`src/rtl/wb_initiator.sv`:
```
// Wishbone classic initiator: takes one command over a valid/ready port,
// runs a single bus cycle with an ack timeout, then holds the response until consumed.
module wb_initiator #(
  parameter int TIMEOUT = 16
) (
  input  logic        wb_clock_i,
  input  logic        wb_reset_i,
  input  logic        req_valid_i,
  output logic        req_ready_o,
  input  logic        req_we_i,
  input  logic [31:0] req_addr_i,
  input  logic [31:0] req_data_i,
  input  logic [3:0]  req_sel_i,
  output logic        rsp_valid_o,
  input  logic        rsp_ready_i,
  output logic [31:0] rsp_data_o,
  output logic        rsp_err_o,
  output logic        wb_cyc_o,
  output logic        wb_strobe_o,
  output logic        wb_we_o,
  output logic [31:0] wb_addr_o,
  output logic [31:0] wb_data_o,
  output logic [3:0]  wb_sel_o,
  input  logic [31:0] wb_data_i,
  input  logic        wb_ack_i
);

  typedef enum logic [1:0] {
    ST_IDLE,
    ST_BUS,
    ST_RESP
  } state_t;

  // Last wait count before giving up: TIMEOUT bus cycles in total.
  localparam logic [7:0] LP_LAST_WAIT = 8'(TIMEOUT - 1);

  state_t      r_state;
  state_t      w_state_nxt;
  logic        w_accept;
  logic        w_ack_seen;
  logic        w_timeout;
  logic        w_rsp_done;

  logic [7:0]  r_wait_cnt;
  logic        r_we;
  logic [31:0] r_addr;
  logic [31:0] r_data;
  logic [3:0]  r_sel;
  logic [31:0] r_rsp_data;
  logic        r_rsp_err;

  // NOTE: sequential state uses non-blocking assignments only, so every
  // register samples the pre-edge values and ordering between blocks is irrelevant.
  always_ff @(posedge wb_clock_i) begin
    if (wb_reset_i) r_state <= ST_IDLE;
    else            r_state <= w_state_nxt;
  end

  // NOTE: every output of this block is given a default first, so no path
  // through the case leaves a signal unassigned and no latch is inferred.
  always_comb begin
    w_state_nxt = r_state;
    w_accept    = 1'b0;
    w_ack_seen  = 1'b0;
    w_timeout   = 1'b0;
    w_rsp_done  = 1'b0;
    case (r_state)
      ST_IDLE: begin
        if (req_valid_i) begin
          w_accept    = 1'b1;
          w_state_nxt = ST_BUS;
        end
      end
      ST_BUS: begin
        // Ack wins over a timeout landing on the same cycle.
        if (wb_ack_i) begin
          w_ack_seen  = 1'b1;
          w_state_nxt = ST_RESP;
        end else if (r_wait_cnt == LP_LAST_WAIT) begin
          w_timeout   = 1'b1;
          w_state_nxt = ST_RESP;
        end
      end
      ST_RESP: begin
        if (rsp_ready_i) begin
          w_rsp_done  = 1'b1;
          w_state_nxt = ST_IDLE;
        end
      end
      default: w_state_nxt = ST_IDLE;
    endcase
  end

  always_ff @(posedge wb_clock_i) begin
    if (wb_reset_i) begin
      r_wait_cnt <= 8'd0;
      r_we       <= 1'b0;
      r_addr     <= 32'd0;
      r_data     <= 32'd0;
      r_sel      <= 4'd0;
      r_rsp_data <= 32'd0;
      r_rsp_err  <= 1'b0;
    end else begin
      if (w_accept) begin
        r_we       <= req_we_i;
        r_addr     <= req_addr_i;
        r_data     <= req_data_i;
        r_sel      <= req_sel_i;
        r_wait_cnt <= 8'd0;
      end else if (r_state == ST_BUS && !wb_ack_i) begin
        r_wait_cnt <= r_wait_cnt + 8'd1;
      end

      if (w_ack_seen) begin
        r_rsp_data <= r_we ? 32'd0 : wb_data_i;
        r_rsp_err  <= 1'b0;
      end else if (w_timeout) begin
        r_rsp_data <= 32'd0;
        r_rsp_err  <= 1'b1;
      end
    end
  end

  // All handshake and bus controls decode the registered state only.
  assign req_ready_o = (r_state == ST_IDLE);
  assign rsp_valid_o = (r_state == ST_RESP);
  assign rsp_data_o  = r_rsp_data;
  assign rsp_err_o   = r_rsp_err;
  assign wb_cyc_o    = (r_state == ST_BUS);
  assign wb_strobe_o = (r_state == ST_BUS);
  assign wb_we_o     = r_we;
  assign wb_addr_o   = r_addr;
  assign wb_data_o   = r_data;
  assign wb_sel_o    = r_sel;

endmodule

```
`config.mk`:
```
export PLATFORM = sky130hd
export DESIGN_NAME = wb_initiator
export DESIGN_NICKNAME = d
export VERILOG_FILES = /design/src/rtl/wb_initiator.sv
export SDC_FILE = /design/constraint.sdc
export NUM_CORES = 1
export LEC_CHECK = 0
export BUFFER_PORTS_ARGS = -buffer_cell sky130_fd_sc_hd__buf_2
export CORE_UTILIZATION = 40
export DETAILED_ROUTE_END_ITERATION = 10
export GPL_TIMING_DRIVEN = 0
export PLACE_DENSITY = 0.78
export SLEW_MARGIN = 10
export SYNTH_ARGS = -nofsm -noshare
export SYNTH_HDL_FRONTEND = slang
export SYNTH_SLANG_ARGS = --single-unit
```
`constraint.sdc`:
```
create_clock -name wb_clock_i -period 3.85 [get_ports wb_clock_i]
set_input_delay 0.1925 -clock wb_clock_i [delete_from_list [all_inputs] [get_ports wb_clock_i]]
set_output_delay 0.1925 -clock wb_clock_i [all_outputs]
set_load 0.005 [all_outputs]
```
==> Yosys cells after proc, flatten, opt, wreduce, memory -nomap -nowiden <==
Cells that the tools add are included.
{ "totals": {"ff_bits": 112, "inputBits": 106, "output_inout_bits": 106, "word_cells": 37} }
{ "op_classes": {"add_sub_neg": 1, "n_eq_ne": 6, "n_mux": 15, "n_reduce_logical": 7} }
{ "ops": {"columns": ["op", "n"], "rows": [
  ["2-to-1 mux 32 bit", 3],
  ["adder 8 x 1 -> 8 bit, second input constant", 1],
  ["equality test 8 x 4 -> 1 bit, second input constant", 1],
  ["2-to-1 mux 2 bit", 4],
  ["2-to-1 mux 1 bit", 7],
  ["case mux 2 bit (3 select lines)", 1],
  ["OR reduction 2 bit", 2],
  ["!= test 3 x 1 -> 1 bit, second input constant", 1],
  ["AND reduction 3 bit", 1],
  ["equality test 2 x 1 -> 1 bit, second input constant", 1],
  ["equality test 2 bit, second input constant", 1],
  ["logical NOT 2 bit", 1],
  ["!= test 2 x 1 -> 1 bit, second input constant", 1],
  ["!= test 2 bit, second input constant", 1],
  ["nonzero test 2 bit", 1],
  ["logical AND 1 bit", 1],
  ["logical NOT 1 bit", 1]
]} }

==> Longest topological paths before layout <==
Gate-level depths: netlist (run 1).
{ "depth": {"depth_word": 6, "ltp_mapped": 6, "mapped_depth_nobuf": 4} }

==> Worst setup path before layout (run 1) <==
No wires, ideal clock.
{ "synth_timing": {"kind": "reg-to-reg", "start": "register r_wait_cnt[0]", "end": "register r_rsp_data[10], in the netlist rsp_data_o[10]", "setup_time_ns": 0.059, "arrival_time_ns": 1.463, "t_required_ns": 3.791, "slack_ns": 2.328, "path_stages_with_launch": 6, "path_buffers": 1, "synth_period_minus_slack_ns": 1.522, "path_cell_list": "dfxtp_1 -> ha_1 -> and3_1 -> a311oi_2 -> buf_2 -> a22o_1"} }
{ "synth_via": {"elab_chain_cells": 5} }
{ "synth_lines": {"columns": ["item", "line_no", "rtl"], "rows": [
  ["from (decl)", "44", "logic [7:0] r_wait_cnt;"],
  ["from (signal assigned)", "111", "r_wait_cnt <= r_wait_cnt + 8'd1;"],
  ["equality test 8 x 4 -> 1 bit", "79", "end else if (r_wait_cnt == LP_LAST_WAIT) begin"],
  ["2-to-1 mux 1 bit", "79", null],
  ["2-to-1 mux 1 bit", "76", "if (wb_ack_i) begin"],
  ["2-to-1 mux 1 bit", "67", "case (r_state)"],
  ["nonzero test 2 bit (no source line)", null, null],
  ["to (signal assigned)", "115", "r_rsp_data <= r_we ? 32'd0 : wb_data_i;"],
  ["to (decl)", "49", "logic [31:0] r_rsp_data;"]
]} }
No other way between the ends.
A chain may end at the register's enable or synchronous reset.

==> Worst setup path in the final report (run 1) <==
{ "layout_timing": {"start": "register r_state[1]", "end": "register r_addr[6], in the netlist wb_addr_o[6]"} }
{ "layout_via": {"elab_chain_cells": 2} }
{ "layout_lines": {"columns": ["item", "line_no", "rtl"], "rows": [
  ["from (decl)", "37", "state_t r_state;"],
  ["from (signal assigned)", "56", "else r_state <= w_state_nxt;"],
  ["logical NOT 2 bit", "67", null],
  ["2-to-1 mux 1 bit", "67", null],
  ["to (signal assigned)", "106", "r_addr <= req_addr_i;"],
  ["to (decl)", "46", "logic [31:0] r_addr;"]
]} }
No other way between the ends.

==> results of run 1 <==
-- kinds of logic after synthesis --
group / synth area share (%)
DFF: 57.2
and+or+nand+nor: 18.3
adders and majority gates: 0.319
xor gates and xnor gates: 0.224
muxes: 0.287
buffers and inverters: 4.34
AOI/OAI and AO/OA: 19.3
-- state kept, by name (all words and copies together) (netlist names) --
register    count
wb_we_o         1
wb_sel_o        4
rsp_data_o     32
r_state         2
r_wait_cnt      8
wb_addr_o      32
rsp_err_o       1
wb_data_o      32
-- final cells by class --
class	count	area share [%]
Sequential cell	112	42.2
Multi-Input combinational cell	289	28.3
Timing Repair Buffer	210	19.8
Tap cell	129	3.04
Buffer	33	2.99
Clock buffer	9	2.33
Clock inverter	7	1.15
Inverter	3	0.212
-- power by group --
part           internal [uW]  switching, uW  leakage [uW]
registers               1230           33.5      0.000915
clock network            249            405     0.0000936
logic                    155            181       0.00154
-- cell usage in the layout (no fill, tap or decap), types with 3 or more instances in the layout --
cell type and count:
a22o_1 32, buf_6 3, inv_1 3, nand3_1 4, dfxtp_1 112, clkbuf_1 22
clkbuf_8 9, nand2_1 141, buf_2 217, o31ai_1 3, o21ai_0 3, a21oi_1 75
-- cells in the mapped netlist --
| cell | number | area (um2) |
|---|---|---|
| a21oi_2 | 2 | 17.5 |
| or3b_4 | 1 | 11.3 |
| a311oi_2 | 1 | 15.0 |
| nand3b_1 | 1 | 7.51 |
| nand2_1 | 141 | 529 |
| and3_1 | 2 | 12.5 |
| nand2_2 | 1 | 6.26 |
| nor3_1 | 1 | 5.00 |
| buf_4 | 1 | 7.51 |
| clkbuf_1 | 22 | 82.6 |
| nor2_1 | 2 | 7.51 |
| o211a_1 | 1 | 10.0 |
| or4_1 | 1 | 7.51 |
| o31a_1 | 1 | 8.76 |
| nor2b_1 | 2 | 12.5 |
| a21oi_1 | 75 | 375 |
| or4_4 | 2 | 22.5 |
| a22o_1 | 32 | 280 |
| o221a_2 | 1 | 11.3 |
| xnor2_1 | 1 | 8.76 |
| nand4_1 | 1 | 6.26 |
| o31ai_1 | 3 | 22.5 |
| and2b_1 | 1 | 7.51 |
| nand3_1 | 4 | 20.0 |
| buf_2 | 7 | 35.0 |
| inv_1 | 3 | 11.3 |
| buf_6 | 3 | 33.8 |
| nor4_1 | 1 | 6.26 |
| nor3b_2 | 2 | 25.0 |
| o21ai_0 | 3 | 15.0 |
| or3b_2 | 1 | 8.76 |
| mux2_2 | 1 | 11.3 |
| ha_1 | 1 | 12.5 |
| and3b_2 | 1 | 10.0 |
| or3_1 | 2 | 12.5 |
| dfxtp_1 | 112 | 2240 |
-- worst min-delay path by stage --
stage,startpoint,endpoint,slack [ns],cells after the start
2_1_floorplan,wb_data_i[11],rsp_data_o[11],0.33,1
3_3_place_gp,wb_data_i[15],rsp_data_o[15],0.41,2
3_5_place_dp,wb_data_i[31],rsp_data_o[31],0.41,2
4_1_cts,wb_data_i[23],rsp_data_o[23],0.02,2
5_1_grt,wb_data_i[21],rsp_data_o[21],0.03,2
6_report,wb_data_i[23],rsp_data_o[23],0.05,2
-- through the flow --
stage          area (um2)  cells  util (%)  worst slack (ns)
3_3_place_gp         5130    776      54.8              2.02
6_report             5320    792      56.7              2.03
5_1_grt              5320    792      56.7              1.84
2_1_floorplan        3920    437         -              2.33
3_5_place_dp         5130    776      54.8              1.99
4_1_cts              5320    792      56.7              1.97
-- layer usage --
metal / GRT usage [%] / wire, um / up-vias
li1: - / - / 1922
met1: 22.1 / 4350 / 1760
met2: 36.2 / 5160 / 168
met3: 5.13 / 809 / 13
met4: 5.91 / 116 / 0
met5: 0 / 0 / -
==> out/results.txt, run 1 <==
Outcome: completed
WL per Instance: 13.2 um
Post_cts resized: 0
Post-CTS Hold Fix Bufs: 0
Die footprint: 10200 um2
Unrepaired setup endpoints after global routing: no
Multi-input gate area: 1510 um2
Total power draw: 2250 uW
Clock sinks: 112
Maximum vdd drop: 0.228 mV
Setup_tns: 0 ns
WHS: 0.0457 ns
Clock Tree Root: clkbuf_8
Lkg Pwr: 0.00255 uW
CP startpoint: r_state[1]
CP Max Fanout: 10
Worst skew pair latency: 0.36 ns
Worst R2R Path Depth: 6
Levels on crit path: 6
Gr ovfl total: 0
Synth cell types: 36
DP HPWL: 8060 um
Fmax: 550 MHz
Mapped Cells: 437
Max Cap Viol: 0
First-pass DRT Iterations: 4
Pins Over Slew Limit: 0
RR Startpoint: r_state[1]
Layout cells sized above 1: 37.7%
Core Region: 9370 um2
#FFs+latches synth: 112
Post-Syn Nets: 544
Gr usage total: 19.6%
Final WL: 10400 um
Critical path, cell by cell: buf_6 -> nor3b_2 -> buf_2 -> buf_2 -> nand2_1 -> a21oi_1
Register area share after synthesis: 57.2%
Iteration-0 DRC Markers: 170
Startpoint Class: flip-flop
Reg-to-reg setup timing slack: 2.03 ns
Min Clock Period, post-route: 1.82 ns
Layout area overhead: 35.7%
Post-CTS setup buffers: 0
Number of global-route vias before repair: 3676
Antenna cell count: 0
CTS HTree Levels: 3
CP endpoint: wb_addr_o[6]
Yosys Warn Count: 0
CTS max path bufs: 2
Routability cong.: 0.752
Vias post-DR: 3863
Nets@finish: 765
Vias/cell: 4.88
Count of input and output buffers: 210
Crit-path max cell delay: 0.52 ns
Syn avg cell area: 8.97 um2
Die Ht: 101 um
CP required: 4.13 ns
Antenna violations before repair: 0
Endpoints failing setup: 0
Final Hold Viols: 0
WP buf/inv: 3
Synth Cell Area: 3920 um2
CP Capture Type: flip-flop
# DRC: 0
Final ANT Viol Nets: 0
Initial Util: 41.8%
P per Cell Area: 423 nW/um2
Pin count of the biggest net entering global routing: 21
Hold WC Path Type: input pin to flip-flop
Critical path arrival: 2.09 ns
CTS Buf Count: 9
CP dominant cell by count: buf_2
Worst-Margin Slew: 0.587 ns
CTS tree: done
Row count: 35
Die W: 101 um
Max-slew headroom: 60.6%
Part of the cycle the worst path needs: 47.2%
CTS clk-pin slew, worst paths: 0.12 ns
Clk_skew: 0.0174 ns
Slowest stage cell on the critical path: nor3b_2
Worst reg2reg path endpoint: wb_addr_o[6]
First-pass GRT wire length: 15900 um
# IOs: 212
Fill count: 901
Crit path max-delay family: buffers and inverters
Worst setup path class: flip-flop to flip-flop
FF+latch area: 2240 um2
(Power assumes the default switching activity.)
==> run 2, diff against run 1 <==
--- a/config.mk
+++ b/config.mk
@@ -5,11 +5,12 @@
 export SDC_FILE = /design/constraint.sdc
 export NUM_CORES = 1
 export LEC_CHECK = 0
+export ABC_AREA = 1
 export BUFFER_PORTS_ARGS = -buffer_cell sky130_fd_sc_hd__buf_2
 export CORE_UTILIZATION = 40
 export DETAILED_ROUTE_END_ITERATION = 10
 export GPL_TIMING_DRIVEN = 0
-export PLACE_DENSITY = 0.78
+export PLACE_DENSITY = 0.77
 export SLEW_MARGIN = 10
 export SYNTH_ARGS = -nofsm -noshare
 export SYNTH_HDL_FRONTEND = slang
==> constraint.sdc (replaced) <==
create_clock -name wb_clock_i -period 1.8 [get_ports wb_clock_i]
set_input_delay 0.09 -clock wb_clock_i [delete_from_list [all_inputs] [get_ports wb_clock_i]]
set_output_delay 0.09 -clock wb_clock_i [all_outputs]
set_load 0.005 [all_outputs]
==> run 2 against run 1 <==
Cell count is 24% higher. Cell area is 23% higher. Clock skew is 0.010 ns lower. Hold slack worse by 0.026 ns. Sequential power is 120% higher. Flip-flop and latch count stayed put. Total power is 150% higher. Clock power grew to 3.0 times the previous value. Die area is 4.0% higher. Synthesized cell count is 20% higher. Critical path type unchanged. Largest cell class unchanged.
==> out/results.txt, run 2 <==
Hold WC Path Type: input pin to flip-flop (unchanged)
Max-slew headroom: 64.9% (was 60.6%)
WL per Instance: 14.1 um (was 13.2 um)
CTS Buf Count: 9 (unchanged)
First-pass DRT Iterations: 4 (unchanged)
Hold Crit Endpoint: wb_data_o[5] (was rsp_data_o[23])
Fmax: 648 MHz (was 550 MHz)
Max Cap Viol: 0 (unchanged)
Syn avg cell area: 7.80 um2 (was 8.97 um2)
Sw Pwr: 1380 uW (was 620 uW)
Startpoint Class: flip-flop (unchanged)
Final cell count without fillers: 979 (was 792)
Vias post-DR: 4729 (was 3863)
Fill count: 794 (was 901)
Routability cong.: 0.799 (was 0.752)
WP buf/inv: 1 (was 3)
#FFs+latches synth: 112 (unchanged)
Final Hold Viols: 0 (unchanged)
Worst reg2reg path endpoint: rsp_data_o[12] (was wb_addr_o[6])
Setup_tns: 0 ns (unchanged)
Critical path arrival: 1.78 ns (was 2.09 ns)
Crit-path max cell delay: 0.39 ns (was 0.52 ns)
RR Startpoint: r_wait_cnt[0] (was r_state[1])
Worst-Margin Slew: 0.526 ns (was 0.587 ns)
Post-CTS setup buffers: 0 (unchanged)
Die footprint: 10600 um2 (was 10200 um2)
Count leader, synth: nor2_1 (was nand2_1)
Multi-input gate area: 1590 um2 (was 1510 um2)
CP Capture Type: flip-flop (unchanged)
Register area share after synthesis: 55.0% (was 57.2%)
Part of the cycle the worst path needs: 85.7% (was 47.2%)
Unrepaired setup endpoints after global routing: no (unchanged)
Clk_skew: 0.00705 ns (was 0.0174 ns)
Core Region: 9820 um2 (was 9370 um2)
Layout cells sized above 1: 29.7% (was 37.7%)
Pin count of the biggest net entering global routing: 18 (was 21)
CTS HTree Levels: 3 (unchanged)
Share of the synthesized area in the top cell type: 55.0% (was 57.2%)
Final ANT Viol Nets: 0 (unchanged)
Die W: 103 um (was 101 um)
Initial Util: 41.6% (was 41.8%)
Outcome: completed (unchanged)
Final WL: 13800 um (was 10400 um)
Most frequent cells in the layout: 215 x buf_2, 145 x nor2_1, 112 x dfxtp_1 (was 217 x buf_2, 141 x nand2_1, 112 x dfxtp_1)
CTS max path bufs: 2 (unchanged)
Final core utilization: 66.6% (was 56.7%)
Commonest non-fill, non-tap cell in the layout: buf_2 (unchanged)
P per Cell Area: 858 nW/um2 (was 423 nW/um2)
Clock sinks: 112 (unchanged)
Crit path max-delay family: simple AND/OR/NAND/NOR gates (was buffers and inverters)
FF+latch area: 2240 um2 (unchanged)
Gr usage total: 25.2% (was 19.6%)
Iteration-0 DRC Markers: 106 (was 170)
First-pass GRT wire length: 20500 um (was 15900 um)
Switching Fraction: 24.7% (was 27.6%)
Worst skew pair latency: 0.37 ns (was 0.36 ns)
Pins Over Slew Limit: 0 (unchanged)
Worst R2R Path Depth: 7 (was 6)
Synth Cell Area: 4080 um2 (was 3920 um2)
Most used DFF post-synth: dfxtp_1 (unchanged)
Placed cells: 866 (was 776)
Row count: 36 (was 35)
Post-Syn Nets: 630 (was 544)
# DRC: 0 (unchanged)
Nets@finish: 948 (was 765)
Gr ovfl total: 0 (unchanged)
Biggest area consumer among synthesized cells: dfxtp_1 (unchanged)
Slowest stage cell on the critical path: dfxtp_1 (was nor3b_2)
CP required: 2.03 ns (was 4.13 ns)
CP Max Fanout: 10 (unchanged)
# IOs: 212 (unchanged)
Worst min-delay path startpoint: req_data_i[5] (was wb_data_i[23])
CTS tree: done (unchanged)
Synth cell types: 23 (was 36)
Worst setup path class: flip-flop to flip-flop (unchanged)
Cell types with the highest counts after synthesis: 145 x nor2_1, 112 x dfxtp_1, 72 x o21ai_0 (was 141 x nand2_1, 112 x dfxtp_1, 75 x a21oi_1)
Antenna violations before repair: 0 (unchanged)
Dpl cell area: 5300 um2 (was 5130 um2)
Endpoints failing setup: 0 (unchanged)
Power share of the sequential group: 48.8% (was 56.0%)
Hold Path Cell Cnt: 3 (was 2)
Async SR Flop Fraction: 0% (unchanged)
Total power draw: 5610 uW (was 2250 uW)
Vias/cell: 4.83 (was 4.88)
Min Clock Period, post-route: 1.54 ns (was 1.82 ns)
Post-synth EDFFs: 0 (unchanged)
Clock network power share: 34.4% (was 29.0%)
Top area cells in the synthesized netlist: dfxtp_1 55%, nor2_1 13%, o21ai_0 8.8% (was dfxtp_1 57%, nand2_1 14%, a21oi_1 9.6%)
Lkg Pwr: 0.00311 uW (was 0.00255 uW)
CTS clk-pin slew, worst paths: 0.10 ns (was 0.12 ns)
Layout area overhead: 60.2% (was 35.7%)
Antenna cell count: 0 (unchanged)
Mapped Cells: 523 (was 437)
Critical path, cell by cell: ha_1 -> nand3_1 -> nor2_2 -> nand2_2 -> buf_4 -> nand3_1 -> a21oi_1 (was buf_6 -> nor3b_2 -> buf_2 -> buf_2 -> nand2_1 -> a21oi_1)
Internal power: 4230 uW (was 1630 uW)
Die Ht: 103 um (was 101 um)
Reg-to-reg setup timing slack: 0.26 ns (was 2.03 ns)
Final Instance Area: 6540 um2 (was 5320 um2)
Number of global-route vias before repair: 4629 (was 3676)
Yosys Warn Count: 0 (unchanged)
Maximum vdd drop: 0.510 mV (was 0.228 mV)
DP HPWL: 8710 um (was 8060 um)
CP dominant cell by count: nand3_1 (was buf_2)
Clock Tree Root: clkbuf_8 (unchanged)
Count of input and output buffers: 210 (unchanged)
Combinational Power Share: 16.7% (was 14.9%)
==> run 2: cell types whose count changed in the layout (fill, tap and decap cells not counted), sizes merged, moves of 3 or more <==
cell         previous run  this run
nor2                    2       149
inv                     6        17
bufinv                  0         4
o21ai                   3        72
o31ai                   3         0
buf                   221       227
a22o                   32         0
dlygate4sd3             0        97
clkinv                  3         0
a21oi                  77        39
or4                     3         0
nand3                   4        38
nand2                 142        54
==> run 2: worst max-delay path by stage <==
stage | startpoint | to | slack [ns] | depth (start not counted)
4_1_cts | r_state[0] | wb_addr_o[6] | 0.18 | 7
5_1_grt | r_state[0] | wb_addr_o[10] | 0.07 | 7
3_3_place_gp | r_state[1] | wb_addr_o[5] | 0.19 | 7
6_report | r_wait_cnt[0] | rsp_data_o[12] | 0.26 | 7
3_5_place_dp | r_state[0] | wb_addr_o[6] | 0.20 | 7
2_1_floorplan | r_wait_cnt[0] | rsp_data_o[22] | 0.49 | 7
==> run 2: power by group through the flow <==
stage	sequential, uW	clock, uW	combinational, uW
finish	2740	1930	939
global route	2760	2080	1050
CTS	2740	1960	913
detailed placement	2790	0	752
global placement	2780	0	731
floorplan	2810	0	348
==> run 2: through the flow <==
stage	worst slack, ns	hold slack (ns)
final	0.258	0.0197
after global routing	0.0677	0.0144
after CTS	0.183	0.000488
after detailed placement	0.199	0.346
after global placement	0.195	0.340
after floorplan	0.495	0.237
==> run 2: worst min-delay path: cells and delay by family <==
kind / cells / cell delay (ns)
AND/OR/NAND/NOR: 1 / 0.10
buffers and inverters: 1 / 0.08
AO/OA/AOI/OAI: 1 / 0.08
==> run 2: repair_timing <==
action	4_1_cts	5_1_grt
setup endpoints to repair	0	0
hold endpoints to repair	96	1
gates resized for setup	0	0
hold buffers	96	1
==> run 2: cell families (layout without fill, tap and decap cells) <==
group | Yosys count | in the layout | synth area share, %
buf+inv | 52 | 375 | 6.04
fa+ha+maj | 1 | 1 | 0.307
compound gates | 111 | 111 | 13.6
simple gates | 247 | 247 | 25.1
flops | 112 | 112 | 55.0
==> run 2: area by class of cell <==
type / count / area share, %
Clock buffer: 11 / 2.16
Clock inverter: 5 / 1.95
Tap cell: 133 / 2.55
Inverter: 17 / 0.976
Buffer: 35 / 2.79
Sequential cell: 112 / 34.3
Multi-Input combinational cell: 359 / 24.3
Timing Repair Buffer: 307 / 30.9
==> run 2: routing by layer <==
layer	global-route usage [%]	share of wire, %
met1	25.8	38
met2	47.4	51
met3	5.83	8.0
met4	13.9	3.3
met5	0	0
==> run 3, diff against run 2 <==
==> constraint.sdc (replaced) <==
create_clock -name wb_clock_i -period 1.7 [get_ports wb_clock_i]
set_input_delay 0.085 -clock wb_clock_i [delete_from_list [all_inputs] [get_ports wb_clock_i]]
set_output_delay 0.085 -clock wb_clock_i [all_outputs]
set_load 0.005 [all_outputs]
==> run 3 against run 2 <==
Die area did not move. Clock-buffer cell count did not move. First-iteration DRC count fell by 0.94%. Critical path type unchanged. Sequential power rose by 6%. Hold slack got worse by 0.0021 ns. Highest routed layer unchanged. Sequential share of layout area fell by 0.16 points. Flip-flop and latch count did not move.
==> out/results.txt, run 3 (synthesized netlist as in run 2, its figures left out) <==
Nets@finish: 951 (was 948)
Initial Util: 41.6% (unchanged)
Hold WC Path Type: input pin to flip-flop (unchanged)
Worst min-delay path startpoint: req_addr_i[20] (was req_data_i[5])
Vias post-DR: 4712 (was 4729)
Routability cong.: 0.799 (unchanged)
Die Ht: 103 um (unchanged)
Crit path max-delay family: flip-flops (was simple AND/OR/NAND/NOR gates)
Combinational Power Share: 16.8% (was 16.7%)
Sw Pwr: 1460 uW (was 1380 uW)
Number of global-route vias before repair: 4638 (was 4629)
Critical path arrival: 1.79 ns (was 1.78 ns)
Reg-to-reg setup timing slack: 0.21 ns (was 0.26 ns)
CP required: 2.00 ns (was 2.03 ns)
Pin count of the biggest net entering global routing: 18 (unchanged)
Worst-Margin Slew: 0.503 ns (was 0.526 ns)
Lkg Pwr: 0.00312 uW (was 0.00311 uW)
Layout cells sized above 1: 29.7% (about the same)
Count of input and output buffers: 210 (unchanged)
Most frequent cells in the layout: 215 x buf_2, 145 x nor2_1, 112 x dfxtp_1 (unchanged)
Antenna cell count: 0 (unchanged)
Fin worst setup slack: 0.206 ns (was 0.258 ns)
Internal power: 4480 uW (was 4230 uW)
Final ANT Viol Nets: 0 (unchanged)
Vias/cell: 4.80 (was 4.83)
CP Max Fanout: 10 (unchanged)
Worst setup path class: flip-flop to flip-flop (unchanged)
Max Cap Viol: 0 (unchanged)
Hold Crit Endpoint: wb_addr_o[20] (was wb_data_o[5])
Fill count: 781 (was 794)
Min Clock Period, post-route: 1.49 ns (was 1.54 ns)
CP Capture Type: flip-flop (unchanged)
Unrepaired setup endpoints after global routing: no (unchanged)
Clock network power share: 34.3% (was 34.4%)
# IOs: 212 (unchanged)
Crit-path max cell delay: 0.45 ns (was 0.39 ns)
DP HPWL: 8710 um (unchanged)
First-pass GRT wire length: 20500 um (about the same)
Layout area overhead: 61.0% (was 60.2%)
WL per Instance: 14.0 um (was 14.1 um)
# DRC: 0 (unchanged)
Clock Tree Root: clkbuf_8 (unchanged)
Commonest non-fill, non-tap cell in the layout: buf_2 (unchanged)
CTS Buf Count: 9 (unchanged)
Worst R2R Path Depth: 5 (was 7)
Endpoints failing setup: 0 (unchanged)
Worst skew pair latency: 0.36 ns (was 0.37 ns)
Clock sinks: 112 (unchanged)
Fmax: 669 MHz (was 648 MHz)
Worst reg2reg path endpoint: wb_addr_o[6] (was rsp_data_o[12])
Die W: 103 um (unchanged)
CTS HTree Levels: 3 (unchanged)
CTS clk-pin slew, worst paths: 0.10 ns (about the same)
Iteration-0 DRC Markers: 105 (was 106)
Slowest stage cell on the critical path: dfxtp_1 (unchanged)
CP startpoint: r_state[0] (was r_wait_cnt[0])
Pins Over Slew Limit: 0 (unchanged)
Max-slew headroom: 66.5% (was 64.9%)
Final WL: 13800 um (about the same)
First-pass DRT Iterations: 4 (unchanged)
Row count: 36 (unchanged)
Multi-input gate area: 1590 um2 (unchanged)
Gr ovfl total: 0 (unchanged)
CTS tree: done (unchanged)
Setup_tns: 0 ns (unchanged)
Hold Path Cell Cnt: 3 (unchanged)
Switching Fraction: 24.5% (was 24.7%)
Power share of the sequential group: 48.9% (was 48.8%)
WP buf/inv: 1 (unchanged)
Core Region: 9820 um2 (unchanged)
Final Hold Viols: 0 (unchanged)
CTS max path bufs: 2 (unchanged)
FF+latch area: 2240 um2 (unchanged)
Die footprint: 10600 um2 (unchanged)
Part of the cycle the worst path needs: 87.9% (was 85.7%)
Antenna violations before repair: 0 (unchanged)
RR Startpoint: r_state[0] (was r_wait_cnt[0])
Gr usage total: 25.2% (unchanged)
Startpoint Class: flip-flop (unchanged)
Outcome: completed (unchanged)
Maximum vdd drop: 0.537 mV (was 0.510 mV)
Clk_skew: 0.00705 ns (about the same)
P per Cell Area: 903 nW/um2 (was 858 nW/um2)
Critical path, cell by cell: nor2_2 -> nand2_2 -> clkbuf_1 -> o21ai_0 -> nor2_1 (was ha_1 -> nand3_1 -> nor2_2 -> nand2_2 -> buf_4 -> nand3_1 -> a21oi_1)
Worst Setup Slack post-DPL: 0.0987 ns (was 0.199 ns)
run 3: changes by cell type in the layout (fill, tap and decap cells not counted):
cell	delta
inv_4	+1
dlygate4sd3_1	+2
inv_2	-1
buf_4	+1
run 3: timing repair:
action,in CTS,in global routing
setup buffers,0,1
resized for setup,0,1
setup endpoints to repair,0,7
hold endpoints to repair,98,1
hold buffers,98,1
run 3: metal layers:
layer	part of all wire, %	global-route usage [%]
met1	38	26.1
met3	7.8	5.63
met2	51	47.3
met5	0	0
met4	3.2	13.7
run 3: power groups by stage:
stage               Sequential, uW  Combinational, uW  Clock (uW)
floorplan                     2970                368           0
global placement              2940                774           0
detailed placement            2960                796           0
CTS                           2900                970        2080
global route                  2920               1110        2200
finish                        2900                997        2040
run 3: worst max-delay path by stage:
| stage | slack, ns | to | cells past startpoint |
|---|---|---|---|
| 2_1_floorplan | 0.39 | rsp_data_o[22] | 7 |
| 3_3_place_gp | 0.09 | wb_addr_o[5] | 7 |
| 3_5_place_dp | 0.1 | wb_addr_o[6] | 7 |
| 4_1_cts | 0.08 | wb_addr_o[6] | 7 |
| 5_1_grt | 0.01 | wb_addr_o[10] | 5 |
| 6_report | 0.21 | wb_addr_o[6] | 5 |
run 3: stage by stage:
| step | utilization [%] | instance area (um2) | hold WS [ns] | instances | power, uW |
|---|---|---|---|---|---|
| final | 66.9 | 6570 | 0.0176 | 982 | 5930 |
| after floorplan | - | 4080 | 0.232 | 523 | 3340 |
| after global placement | 54.0 | 5300 | 0.335 | 866 | 3720 |
| after global routing | 66.9 | 6570 | 0.0271 | 982 | 6230 |
| after CTS | 66.7 | 6550 | 0.00117 | 980 | 5940 |
| after detailed placement | 54.0 | 5300 | 0.341 | 866 | 3750 |
run 3: tightest hold or removal path: cells and delay by family:
family	cells	cell delay, ns
AO/OA/AOI/OAI	1	0.08
buffers and inverters	1	0.07
AND/OR/NAND/NOR	1	0.11
run 3: final cells by class:
type	count	share of cell area, %
Sequential cell	112	34.1
Timing Repair Buffer	310	31.2
Multi-Input combinational cell	359	24.2
Buffer	35	2.78
Tap cell	133	2.53
Clock buffer	11	2.15
Clock inverter	5	1.94
Inverter	17	1.01
